==> config.mk <==
export PLATFORM = sky130hd
export DESIGN_NAME = health_controller
export DESIGN_NICKNAME = d
export VERILOG_FILES = /design/src/rtl/health_controller.sv
export SDC_FILE = /design/constraint.sdc
export NUM_CORES = 1
export LEC_CHECK = 0
export CORE_MARGIN = 1.5
export CORE_UTILIZATION = 58
export CTS_BUF_LIST = sky130_fd_sc_hd__clkbuf_8
export DETAILED_ROUTE_END_ITERATION = 7
export DONT_BUFFER_PORTS = 1
export PLACE_DENSITY = 0.76
export SLEW_MARGIN = 20
export SYNTH_ARGS = -nofsm -noshare
export SYNTH_HDL_FRONTEND = slang
export SYNTH_SLANG_ARGS = --single-unit
export TNS_END_PERCENT = 30
==> constraint.sdc <==
create_clock -name CLOCK -period 10.48 [get_ports CLOCK]
set_input_delay 2.62 -clock CLOCK [delete_from_list [all_inputs] [get_ports CLOCK]]
set_output_delay 2.62 -clock CLOCK [all_outputs]
set_load 0.02 [all_outputs]
==> src/rtl/health_controller.sv <==
// health_controller
//   Tracks a health value with damage, heal, regeneration, a timed
//   invulnerability window after a hit or revive, and a DEAD state that
//   only a revive leaves.
//
//   Ports
//     CLOCK          system clock
//     RESET          synchronous, active-high reset
//     tick           one-cycle time-base strobe
//     damage_pulse   one-cycle damage request, magnitude on damage_amount
//     heal_pulse     one-cycle heal request, magnitude on heal_amount
//     revive         one-cycle revive request (acts only in DEAD)
//     health_level   current health, 0..MAX_HEALTH, zero-extended to 32 bits
//     state          0=ALIVE, 1=INVULN, 2=DEAD
//     dead           high iff state is DEAD
//     hit_flash      blink cue, high in INVULN while the remaining count is odd
//
//   State   | meaning
//   --------+---------------------------------------------------------
//   ALIVE   | takes damage; regenerates every REGEN_PERIOD ticks
//   INVULN  | ignores damage; counts down INVULN_TICKS ticks to ALIVE
//   DEAD    | health 0; ignores damage/heal, waits for revive
//
//   Health is held in 8 bits, so MAX_HEALTH must not exceed 255.
//   All arithmetic is carried out in 32 bits and clamped, so it cannot wrap.

module health_controller #(
    parameter int MAX_HEALTH   = 100,
    parameter int START_HEALTH = 100,
    parameter int INVULN_TICKS = 8,
    parameter int REGEN_PERIOD = 20,
    parameter int REGEN_AMOUNT = 1
) (
    input  logic        CLOCK,
    input  logic        RESET,
    input  logic        tick,
    input  logic        damage_pulse,
    input  logic [6:0]  damage_amount,
    input  logic        heal_pulse,
    input  logic [6:0]  heal_amount,
    input  logic        revive,
    output logic [31:0] health_level,
    output logic [1:0]  state,
    output logic        dead,
    output logic        hit_flash
);

    localparam int IW = $clog2(INVULN_TICKS + 1);
    localparam int RW = $clog2(REGEN_PERIOD + 1);

    typedef enum logic [1:0] {
        ST_ALIVE  = 2'd0,
        ST_INVULN = 2'd1,
        ST_DEAD   = 2'd2
    } state_t;

    state_t          r_state;
    state_t          w_state_nxt;
    logic [7:0]      r_health;
    logic [7:0]      w_health_nxt;
    logic [IW-1:0]   r_inv_cnt;
    logic [IW-1:0]   w_inv_nxt;
    logic [RW-1:0]   r_regen_cnt;
    logic [RW-1:0]   w_regen_nxt;
    logic            r_dead;
    logic            r_hit_flash;

    logic            w_dmg_ok;
    logic [31:0]     w_health_ext;
    logic [31:0]     w_dmg_ext;
    logic [31:0]     w_heal_ext;
    logic [31:0]     w_add;

    function automatic logic [7:0] sat_add(input logic [31:0] base, input logic [31:0] add);
        logic [31:0] s;
        s = base + add;
        return (s > 32'(MAX_HEALTH)) ? 8'(MAX_HEALTH) : s[7:0];
    endfunction

    assign w_health_ext = {24'd0, r_health};
    assign w_dmg_ext    = {25'd0, damage_amount};
    assign w_heal_ext   = heal_pulse ? {25'd0, heal_amount} : 32'd0;
    // A zero-magnitude hit is treated as no hit at all.
    assign w_dmg_ok     = damage_pulse && (damage_amount != 7'd0);

    always_comb begin
        w_state_nxt  = r_state;
        w_health_nxt = r_health;
        w_inv_nxt    = r_inv_cnt;
        w_regen_nxt  = r_regen_cnt;
        w_add        = 32'd0;

        case (r_state)
            ST_ALIVE: begin
                if (w_dmg_ok) begin
                    w_regen_nxt = '0;
                    if (w_dmg_ext >= w_health_ext) begin
                        // Lethal hit: any simultaneous heal is discarded.
                        w_state_nxt  = ST_DEAD;
                        w_health_nxt = 8'd0;
                    end else begin
                        w_state_nxt  = ST_INVULN;
                        w_inv_nxt    = IW'(INVULN_TICKS);
                        w_health_nxt = sat_add(w_health_ext - w_dmg_ext, w_heal_ext);
                    end
                end else begin
                    w_add = w_heal_ext;
                    if (tick) begin
                        if (r_regen_cnt == RW'(REGEN_PERIOD - 1)) begin
                            w_regen_nxt = '0;
                            w_add       = w_heal_ext + 32'(REGEN_AMOUNT);
                        end else begin
                            w_regen_nxt = r_regen_cnt + RW'(1);
                        end
                    end
                    w_health_nxt = sat_add(w_health_ext, w_add);
                end
            end

            ST_INVULN: begin
                w_regen_nxt  = '0;
                w_health_nxt = sat_add(w_health_ext, w_heal_ext);
                if (tick) begin
                    if (r_inv_cnt == IW'(1)) begin
                        w_state_nxt = ST_ALIVE;
                        w_inv_nxt   = '0;
                    end else begin
                        w_inv_nxt = r_inv_cnt - IW'(1);
                    end
                end
            end

            ST_DEAD: begin
                w_regen_nxt = '0;
                if (revive) begin
                    w_state_nxt  = ST_INVULN;
                    w_health_nxt = 8'(MAX_HEALTH);
                    w_inv_nxt    = IW'(INVULN_TICKS);
                end
            end

            default: begin
                w_state_nxt  = ST_ALIVE;
                w_inv_nxt    = '0;
                w_regen_nxt  = '0;
            end
        endcase
    end

    always_ff @(posedge CLOCK) begin
        if (RESET) begin
            r_state     <= ST_ALIVE;
            r_health    <= 8'(START_HEALTH);
            r_inv_cnt   <= '0;
            r_regen_cnt <= '0;
            r_dead      <= 1'b0;
            r_hit_flash <= 1'b0;
        end else begin
            r_state     <= w_state_nxt;
            r_health    <= w_health_nxt;
            r_inv_cnt   <= w_inv_nxt;
            r_regen_cnt <= w_regen_nxt;
            r_dead      <= (w_state_nxt == ST_DEAD);
            r_hit_flash <= (w_state_nxt == ST_INVULN) && w_inv_nxt[0];
        end
    end

    assign health_level = {24'd0, r_health};
    assign state        = r_state;
    assign dead         = r_dead;
    assign hit_flash    = r_hit_flash;

endmodule

* Word-level counts from Yosys, hierarchy flattened
Cells that the tools add are included.
** Word-level totals
- Register bits :: 21
- Bits of input ports :: 20
- Output and inout bits :: 36
- Logic and storage cells :: 62
** Operators by class
- $add $sub $neg :: 7
- Order comparisons :: 4
- Eq/ne operators :: 10
- Mux-type cells :: 25
- Bitwise operators :: 1
- Reductions and logical operators :: 8
** Operator list (number)
- $gt A32 B7 Y1 const B :: 2
- $mux W32 :: 2
- $mux W8 :: 8
- $add A8 B32 Y32 :: 1
- $pmux W8 S3 :: 1
- $mux W4 :: 5
- $pmux W4 S3 :: 1
- $add A9 B8 Y10 :: 1
- $mux W2 :: 5
- $add A8 B7 Y9 :: 1
- $gt A9 B7 Y1 const B :: 1
- $sub A8 B7 Y9 :: 1
- $add A7 B1 Y8 const B :: 1
- $ge A7 B8 Y1 :: 1
- $ne A2 B2 Y1 const B :: 4
- $mux W7 :: 1
- $reduce_bool A7 Y1 :: 1
- $pmux W2 S3 :: 1
- $add A5 B1 Y5 const B :: 1
- $eq A5 B5 Y1 const B :: 1
- $mux W5 :: 1
- $eq A2 B1 Y1 const B :: 2
- $eq A2 B2 Y1 const B :: 2
- $eq A4 B1 Y1 const B :: 1
- 8 further kinds :: 9

* Depth between registers and ports, before layout
Gate-level depths: netlist (run 1).
- Depth in word-level cells :: 11
- Gate-level depth with buffers :: 16

* Worst setup path before layout (run 1)
Ideal clock, no wire load.
- Path kind :: input-to-reg
- From :: input tick
- To :: register r_health[2]
- Setup time :: 0.120 ns
- Arrival time :: 5.535 ns
- Setup slack :: 4.825 ns
- Stages :: 13
- Cells stage by stage :: clkbuf_1 > inv_1 > nor2_1 > xor2_1 > ha_1 > fa_1 > a211oi_1 > nor2_1 > xnor2_1 > o311a_1 > o31ai_1 > a21bo_2 > o31a_1
** Between the ends
- Longest elaborated chain between the ends :: 8
** Ends and longest elaborated chain
- from (decl) :: RTL line 36 : input logic tick,
- $mux W8 * :: RTL line 108 : if (tick) begin
- $mux W32 * :: RTL line 95 : if (w_dmg_ok) begin
- $mux W32 * :: RTL line 93 : case (r_state)
- $add A8 B32 Y32 * :: RTL line 76 : s = base + add;
- $gt A32 B7 Y1 :: RTL line 77 : return (s > 32'(MAX_HEALTH)) ? 8'(MAX_HEALTH) : s[7:0];
- $mux W8 * :: RTL line 77
- $mux W8 * :: RTL line 95
- $pmux W8 S3 * :: RTL line 93
- to (signal assigned) :: RTL line 153 : r_health <= 8'(START_HEALTH);
- to (signal assigned) :: RTL line 160 : r_health <= w_health_nxt;
- to (decl) :: RTL line 59 : logic [7:0] r_health;
Every way passes the cells marked *; elsewhere a longest branch is shown, timed or not. The select of a mux whose other input is x is not followed.
A chain may end at the register's enable or synchronous reset.

* Worst setup path in the final report (run 1)
Ends and elaborated chain as after synthesis.

==> results of run 1 <==
layer usage:
metal | track usage | vias up | share of wire
li1 | - | 1407 | -
met1 | 0.328 | 1319 | 0.47
met2 | 0.441 | 83 | 0.47
met3 | 0.0179 | 11 | 0.043
met4 | 0.0667 | 0 | 0.014
met5 | 0 | - | 0
logic make-up after synthesis:
family                   count (synthesis)
XOR/XNOR                                25
flip-flops                              21
AO/OA/AOI/OAI                          116
buffers and inverters                   63
AND/OR/NAND/NOR                        132
adder cells (fa/ha/maj)                 42
multiplexers                             1
other                                    1
worst paths after layout:
check | slack (ps) | start | to | cells past startpoint
min reg2reg | 490 | r_regen_cnt[1] | r_regen_cnt[1] | 2
min | 490 | r_regen_cnt[1] | r_regen_cnt[1] | 2
max reg2reg | 6690 | r_health[1] | r_health[0] | 14
max | 5030 | tick | r_health[2] | 12
synthesized netlist by cell type, drive strengths merged, types with 4 or more instances:
cell	count
ha	38
nor2	32
buf	30
inv	30
a21oi	23
o21ai	23
dfxtp	21
nand2	18
xnor2	14
nand3	11
xor2	11
and2	10
nor2b	10
nor3	9
a211oi	7
o21a	6
or3	6
nor3b	5
o21bai	5
a21o	4
fa	4
nand2b	4
nand3b	4
o211ai	4
o22ai	4
tightest hold or removal path: cells and delay by family (launching register included):
family	cells	cell delay [ps]
simple gates	1	60
flops	1	330
compound gates	1	50
final cells by class:
type,instances,area [um^2]
clock inverters,1,5.00
multi-input cells,340,2450
fillers,485,2060
well taps,70,87.6
inverters,30,113
flip-flops and latches,21,420
clock buffers,3,41.3
stage by stage:
| step | power (W) | util | hold WS (ps) |
|---|---|---|---|
| 4_1_cts | 0.000788 | 0.603 | 491 |
| 3_3_place_gp | 0.000722 | 0.594 | 470 |
| 6_report | 0.000795 | 0.603 | 490 |
| 5_1_grt | 0.000868 | 0.603 | 544 |
| 2_1_floorplan | 0.000641 | - | 458 |
| 3_5_place_dp | 0.000733 | 0.594 | 480 |
report_power, final:
group | switching (W) | internal [W] | leakage, nW
logic | 0.000331 | 0.000251 | 1.17
clock network | 0.0000283 | 0.0000265 | 0.0255
registers | 0.0000570 | 0.000101 | 0.171
total | 0.000416 | 0.000378 | 1.37
sequential cells by signal, summed over array words and instances (netlist names):
name and cells:
r_health 8, r_regen_cnt 5, r_inv_cnt 4, state 2, dead 1, hit_flash 1
==> reports/results.ini, run 1 <==
[clocking]
hold_buffers = 0
numCtsBuffers = 3
cts_tree = yes
root_buffer = clkbuf_8
post_cts_buffers = 0
clock_latency_ps = 260
cts-resized-gates = 0
cts.sinks = 21
clk_pin_slew_worst_paths_ps = 90
cts_buffer_depth = 2
htree_levels = 1

[sta]
worst_pin_slew_ps = 646
fin_crit_sh = 0.520
skew_ps = 5.65
finalSetupViolCount = 0
slew_headroom = 0.564
setup_ws_ps = 5030
finalHoldViolCount = 0
finalSetupTns_ps = 0
period_minus_slack_ps = 5450
drv_slew = 0
rsz0062_at_grt = false
max_clock_freq_ghz = 0.183

[critical_path]
max_stage_delay_ps = 420
cp_num_buf_inv = 1
crit_chain = inv_1 -> nor2_1 -> xor2_1 -> ha_1 -> fa_1 -> a211oi_1 -> nor2_1 -> xnor2_1 -> o311a_1 -> o31ai_1 -> a21bo_2 -> o31a_1
startpoint_type = input pin
worstSetupEndpointType = flip-flop
slowest_stage = fa_1
cp_data_arrival_time_ps = 5610
critPathKind = input pin to flip-flop
worstPathRequired_ps = 10640
cpMostUsedCell = nor2_1
crit_fanout = 9
crit_family = compound AO/OA/AOI/OAI gates

[finish]
drive_gt1_frac = 0.0532
final_cells = 465
fin_nets = 458
final_area_mm2 = 0.00312
most-common-layout-cells = ha_1 (38), nor2_1 (32), inv_1 (30)
syn2layout_area_growth_pct = -1.11
antenna_cells = 0
final_common_cell = ha_1

[synth]
ys_warn_count = 0
post-synth-top-area-fraction = 0.151
syn_inst = 401
synthMuxAreaShare = 0.00318
synth-compound-area-share = 0.268
syn_area_per_cell_um2 = 7.86
synth_edf_count = 0
yosys.cell_types.count = 72
yosys.area_share.xor_xnor = 0.0695
syn_area_mm2 = 0.00315
synth_adder_area_share = 0.176
synthTopCellsByArea = ha_1 (15%), dfxtp_1 (13%), buf_4 (5.7%)
synth_area_leader_cell = ha_1
synth-simple-area-share = 0.231
async_flop_share = 0
synth_seq_cells = 21
synth_top_family_by_area = compound AO/OA/AOI/OAI gates
synth-main-ff-cell = dfxtp_1
synth-seq-area-share = 0.133

[power]
max-vdd-ir-drop_v = 0.000154
pwr_density_cell_mw_per_mm2 = 255
leakage_nw = 1.37

[global_route]
grt_util_all_layers = 0.251
antenna_found_initial = 0
grt_pass1_vias = 2641
grt_pass1_wl_um = 12200
grt.overflow.total = 0
grt_max_degree = 19

[job]
cap_violations = 0

[floorplan]
die_width_um = 76.7
rows = 26
start_util = 0.609
pin_count = 56
fp.coreArea_mm2 = 0.00517
die_h_um = 76.7
die_area_mm2 = 0.00589

[route]
firstDrtPassIters = 4
post_drt_wl_per_cell_um = 15.8
final_antenna_net_count = 0
wl_um = 7360
routed_via_density = 6.06
drcViolationCount = 0
vias = 2820
drt_iter0_drc = 149

[placed_design]
placed_area_mm2 = 0.00307
pre_cts_ws_ps = 4760
gp_congestion = 0.919
place_hpwl_um = 6060
io_buffers = 0
place_inst = 461

[run_status]
status = complete, no violations

[min_path]
hp-class = flip-flop to flip-flop

Note: power is estimated with default switching activity, not from simulation.
==> inputs of run 2 (changes only) <==
==> constraint.sdc (replaced) <==
create_clock -name CLOCK -period 5.2 [get_ports CLOCK]
set_input_delay 1.3 -clock CLOCK [delete_from_list [all_inputs] [get_ports CLOCK]]
set_output_delay 1.3 -clock CLOCK [all_outputs]
set_load 0.02 [all_outputs]
==> reports/results.ini, run 2 (synthesis results as in run 1) <==
[global_route]
antenna_found_initial = 0  ; unchanged
grt_pass1_vias = 2647  ; +0.23%
grt.overflow.total = 0  ; unchanged
grt_max_degree = 19  ; unchanged
grt_util_all_layers = 0.253  ; +0.00256
grt_pass1_wl_um = 12300  ; +0.56%

[finish]
antenna_cells = 0  ; unchanged
most-common-layout-cells = ha_1 (38), nor2_1 (32), inv_1 (30)
multiInputGateArea_mm2 = 0.00245  ; unchanged
fin_nets = 458  ; unchanged
final_area_mm2 = 0.00312  ; unchanged
final_common_cell = ha_1
syn2layout_area_growth_pct = -1.11  ; unchanged
fillCellCount = 487  ; +0.41%
top_register = r_health
seqCellArea_um2 = 420  ; unchanged
drive_gt1_frac = 0.0532  ; unchanged
largest_reg_flops = 8  ; unchanged
reg_top3 = r_health (8), r_regen_cnt (5), r_inv_cnt (4)

[route]
firstDrtPassIters = 8  ; +4
final_antenna_net_count = 0  ; unchanged
routed_via_density = 6.04  ; -0.46%
wl_um = 7350  ; -0.16%
vias = 2807  ; -0.46%
drcViolationCount = 1  ; +1
post_drt_wl_per_cell_um = 15.8  ; -0.16%
drt_iter0_drc = 142  ; -4.7%

[power]
max-vdd-ir-drop_v = 0.000344  ; +120%
combPwrFrac = 0.732  ; about the same
seq_power_share = 0.199  ; about the same
pwr_density_cell_mw_per_mm2 = 513  ; +100%
finalPower_w = 0.00160  ; +100%
share_clk_of_total_power = 0.069  ; about the same
swShare = 0.523  ; -0.000977
p_int_w = 0.000762  ; +100%
leakage_nw = 1.37  ; unchanged
switchingPower_w = 0.000835  ; +100%

[floorplan]
die_area_mm2 = 0.00589  ; unchanged
fp.coreArea_mm2 = 0.00517  ; unchanged
die_width_um = 76.7  ; unchanged
pin_count = 56  ; unchanged
rows = 26  ; unchanged
die_h_um = 76.7  ; unchanged
start_util = 0.609  ; unchanged

[sta]
rsz0062_at_grt = false
max_clock_freq_ghz = 0.241
finalSetupViolCount = 0  ; unchanged
drv_slew = 0  ; unchanged
slew_headroom = 0.538  ; -0.0254
fin_crit_sh = 0.797
period_minus_slack_ps = 4140
worst_pin_slew_ps = 684  ; +37.6 ps
finalSetupTns_ps = 0  ; unchanged
timing.hold.ws_ps = 493  ; +2.39 ps
skew_ps = 1.75  ; -3.90 ps
finalHoldViolCount = 0  ; unchanged
setup_ws_ps = 1060  ; -3970 ps

[clocking]
htree_levels = 1  ; unchanged
numCtsBuffers = 3  ; unchanged
cts_buffer_depth = 2  ; unchanged
clk_pin_slew_worst_paths_ps = 80  ; about the same
clock_latency_ps = 260  ; about the same
cts.sinks = 21  ; unchanged
hold_buffers = 0  ; unchanged
cts_tree = yes
root_buffer = clkbuf_8
post_cts_buffers = 0  ; unchanged
cts-resized-gates = 0  ; unchanged

[placed_design]
place_hpwl_um = 6080  ; +0.30%
pre_cts_ws_ps = 812  ; -3950 ps
io_buffers = 0  ; unchanged
placed_area_mm2 = 0.00307  ; unchanged
gp_congestion = 0.919  ; unchanged

[run_status]
violations = design-rule violations
status = finished with violations

[critical_path]
worstPathRequired_ps = 5360  ; -5280 ps
regToRegSetupSlack_ps = 1410  ; -5280 ps
reg2reg_depth = 14  ; unchanged
worstReg2RegEnd = r_health[0]
critPathKind = input pin to flip-flop
startpoint_type = input pin
cp_data_arrival_time_ps = 4300  ; -1310 ps
crit_fanout = 9  ; unchanged
worstSetupEndpointType = flip-flop
rr_startpoint = r_health[1]

[min_path]
hold_depth = 2  ; unchanged
hold_path_startpoint = r_regen_cnt[1]
hp-class = flip-flop to flip-flop
hold_path_end = r_regen_cnt[1]

[job]
cap_violations = 0  ; unchanged

[run 2: cell counts in the layout (fill, tap and decap cells not counted)]
No cell type changed its count.
[run 2: power groups by stage]
stage                     clock [W]  combinational [W]  sequential (W)
after global placement            0            0.00113        0.000321
after detailed placement          0            0.00116        0.000322
after global routing       0.000118            0.00132        0.000324
after floorplan                   0            0.00100        0.000291
final                      0.000110            0.00117        0.000318
after CTS                  0.000110            0.00116        0.000318
[run 2: how the worst max path moves through the flow]
stage,startpoint,end,slack (ps),cells past startpoint
2_1_floorplan,tick,r_health[2],870,13
3_3_place_gp,tick,r_health[2],870,12
3_5_place_dp,tick,r_health[2],810,12
4_1_cts,tick,r_health[2],1090,12
5_1_grt,tick,r_health[2],780,12
6_report,tick,r_health[2],1060,12
[run 2: per-layer routing]
layer  GRT usage  up-vias  wire [um]
li1            -     1410          -
met2       0.445       75       3500
met3      0.0131        8        342
met4      0.0500        0         95
met5           0        -          0
met1       0.342     1314       3400
[run 2: through the flow]
step,utilization,cells
4_1_cts,0.603,465
5_1_grt,0.603,465
6_report,0.603,465
3_3_place_gp,0.594,461
3_5_place_dp,0.594,461
2_1_floorplan,-,424
[run 2: worst max-delay path, cell delays in order]
cell and delay [ps]:
inv_1 50, nor2_1 400, xor2_1 130, ha_1 260, fa_1 410, a211oi_1 370
nor2_1 110, xnor2_1 160, o311a_1 330, o31ai_1 300, a21bo_2 250, o31a_1 220
[run 2: cell type report]
class	count	area share
clock buffers	3	0.0132
clock inverters	1	0.00161
inverters	30	0.0361
multi-input cells	340	0.786
flip-flops and latches	21	0.135
well taps	70	0.0281
==> inputs of run 3 (changes only) <==
--- a/config.mk
+++ b/config.mk
@@ -10,7 +10,7 @@
 export CTS_BUF_LIST = sky130_fd_sc_hd__clkbuf_8
 export DETAILED_ROUTE_END_ITERATION = 7
 export DONT_BUFFER_PORTS = 1
-export PLACE_DENSITY = 0.76
+export PLACE_DENSITY = 0.78
 export SLEW_MARGIN = 20
 export SYNTH_ARGS = -nofsm -noshare
 export SYNTH_HDL_FRONTEND = slang
==> constraint.sdc (replaced) <==
create_clock -name CLOCK -period 3.8 [get_ports CLOCK]
set_input_delay 0.95 -clock CLOCK [delete_from_list [all_inputs] [get_ports CLOCK]]
set_output_delay 0.95 -clock CLOCK [all_outputs]
set_load 0.02 [all_outputs]
==> reports/results.ini, run 3 (synthesis results as in run 1) <==
[placed_design]
place_hpwl_um = 6400  ; +5.3%
pre_cts_ws_ps = -85.9  ; -898 ps
io_buffers = 0  ; unchanged
gp_congestion = 0.987  ; +7.4%
placed_area_mm2 = 0.00325  ; +5.9%

[finish]
final_common_cell = ha_1
fillCellCount = 483  ; -0.82%
multiInputGateArea_mm2 = 0.00246  ; +0.51%
syn2layout_area_growth_pct = 4.72
seqCellArea_um2 = 420  ; unchanged
final_area_mm2 = 0.00330  ; +5.9%
drive_gt1_frac = 0.108  ; +0.0545
fin_nets = 481  ; +5.0%
largest_reg_flops = 8  ; unchanged
top_register = r_health
most-common-layout-cells = ha_1 (38), inv_1 (31), nor2_1 (31)
antenna_cells = 0  ; unchanged
reg_top3 = r_health (8), r_regen_cnt (5), r_inv_cnt (4)

[critical_path]
worstPathRequired_ps = 3960  ; -1400 ps
startpoint_type = input pin
crit_fanout = 7  ; -2
critPathKind = input pin to flip-flop
cp_data_arrival_time_ps = 3810  ; -490 ps
worstSetupEndpointType = flip-flop

[route]
routed_via_density = 6.03  ; -0.16%
drcViolationCount = 0  ; -1
firstDrtPassIters = 4  ; -4
vias = 2941  ; +4.8%
wl_um = 7730  ; +5.3%
drt_iter0_drc = 148  ; +4.2%
post_drt_wl_per_cell_um = 15.8  ; +0.32%
final_antenna_net_count = 0  ; unchanged

[sta]
worst_pin_slew_ps = 692  ; +8.31 ps
max_clock_freq_ghz = 0.274
drv_slew = 0  ; unchanged
setup_ws_ps = 154  ; -902 ps
finalHoldViolCount = 0  ; unchanged
finalSetupViolCount = 0  ; unchanged
skew_ps = 3.42  ; +1.67 ps
finalSetupTns_ps = 0  ; unchanged
period_minus_slack_ps = 3650
rsz0062_at_grt = false
fin_crit_sh = 0.959
slew_headroom = 0.533  ; -0.00561

[floorplan]
start_util = 0.609  ; unchanged
die_h_um = 76.7  ; unchanged
fp.coreArea_mm2 = 0.00517  ; unchanged
rows = 26  ; unchanged
die_width_um = 76.7  ; unchanged
pin_count = 56  ; unchanged
die_area_mm2 = 0.00589  ; unchanged

[power]
finalPower_w = 0.00233  ; +46%
leakage_nw = 1.48  ; +8.6%
max-vdd-ir-drop_v = 0.000524  ; +52%
pwr_density_cell_mw_per_mm2 = 705  ; +38%

[clocking]
cts-resized-gates = 0  ; unchanged
clk_pin_slew_worst_paths_ps = 80  ; about the same
hold_buffers = 0  ; unchanged
post_cts_buffers = 0  ; unchanged
cts_buffer_depth = 2  ; unchanged
numCtsBuffers = 3  ; unchanged
root_buffer = clkbuf_8
cts_tree = yes
htree_levels = 1  ; unchanged
clock_latency_ps = 270  ; about the same
cts.sinks = 21  ; unchanged

[min_path]
hp-class = flip-flop to flip-flop

[global_route]
grt.overflow.total = 0  ; unchanged
antenna_found_initial = 0  ; unchanged
grt_max_degree = 19  ; unchanged
grt_pass1_vias = 2739  ; +3.5%
grt_util_all_layers = 0.267  ; +0.0135
grt_pass1_wl_um = 12800  ; +3.8%

[job]
cap_violations = 0  ; unchanged

[run_status]
status = complete, no violations

-- run 3: routing by layer --
metal / vias up / wire, um / global-route usage
li1: 1448 / - / -
met1: 1380 / 3430 / 0.341
met2: 88 / 3640 / 0.458
met3: 25 / 414 / 0.0250
met4: 0 / 254 / 0.104
met5: - / 0 / 0
-- run 3: cell type report --
type	count	share of cell area
multi-input cells	340	0.746
flip-flops and latches	21	0.127
repair buffers	23	0.0523
inverters	30	0.0341
well taps	70	0.0265
clock buffers	3	0.0125
clock inverters	1	0.00114
-- run 3: worst max-delay path, cell delays in order --
cell       delay (ps)
and2_1            180
ha_1              310
nand2_1            60
o21ai_0           150
fa_1              470
a211oi_2          230
buf_4             150
or4b_1            110
o2111ai_1         130
o311a_1           160
o31ai_1           410
a21bo_2           270
o31a_1            230
-- run 3: path summary, 6_finish.rpt --
kind / start / end / slack (ps) / cells after the start
worst min register to register: r_inv_cnt[1] / r_inv_cnt[1] / 480 / 2
worst max-delay path: heal_pulse / r_health[2] / 150 / 13
worst min-delay path: r_inv_cnt[1] / r_inv_cnt[1] / 480 / 2
worst max register to register: r_regen_cnt[4] / r_health[2] / 270 / 14
-- run 3: stage by stage --
stage                util  instances  hold WS (ps)
finish              0.638        488           481
floorplan               -        424           457
CTS                 0.637        488           488
detailed placement  0.628        484           476
global placement    0.628        484           472
global route        0.638        488           515
-- run 3: power by group --
part           total, W  internal, W  leakage (nW)  switching (W)
clock          0.000149    0.0000722        0.0269      0.0000764
sequential     0.000368     0.000278         0.171      0.0000898
combinational   0.00181     0.000775          1.29        0.00104
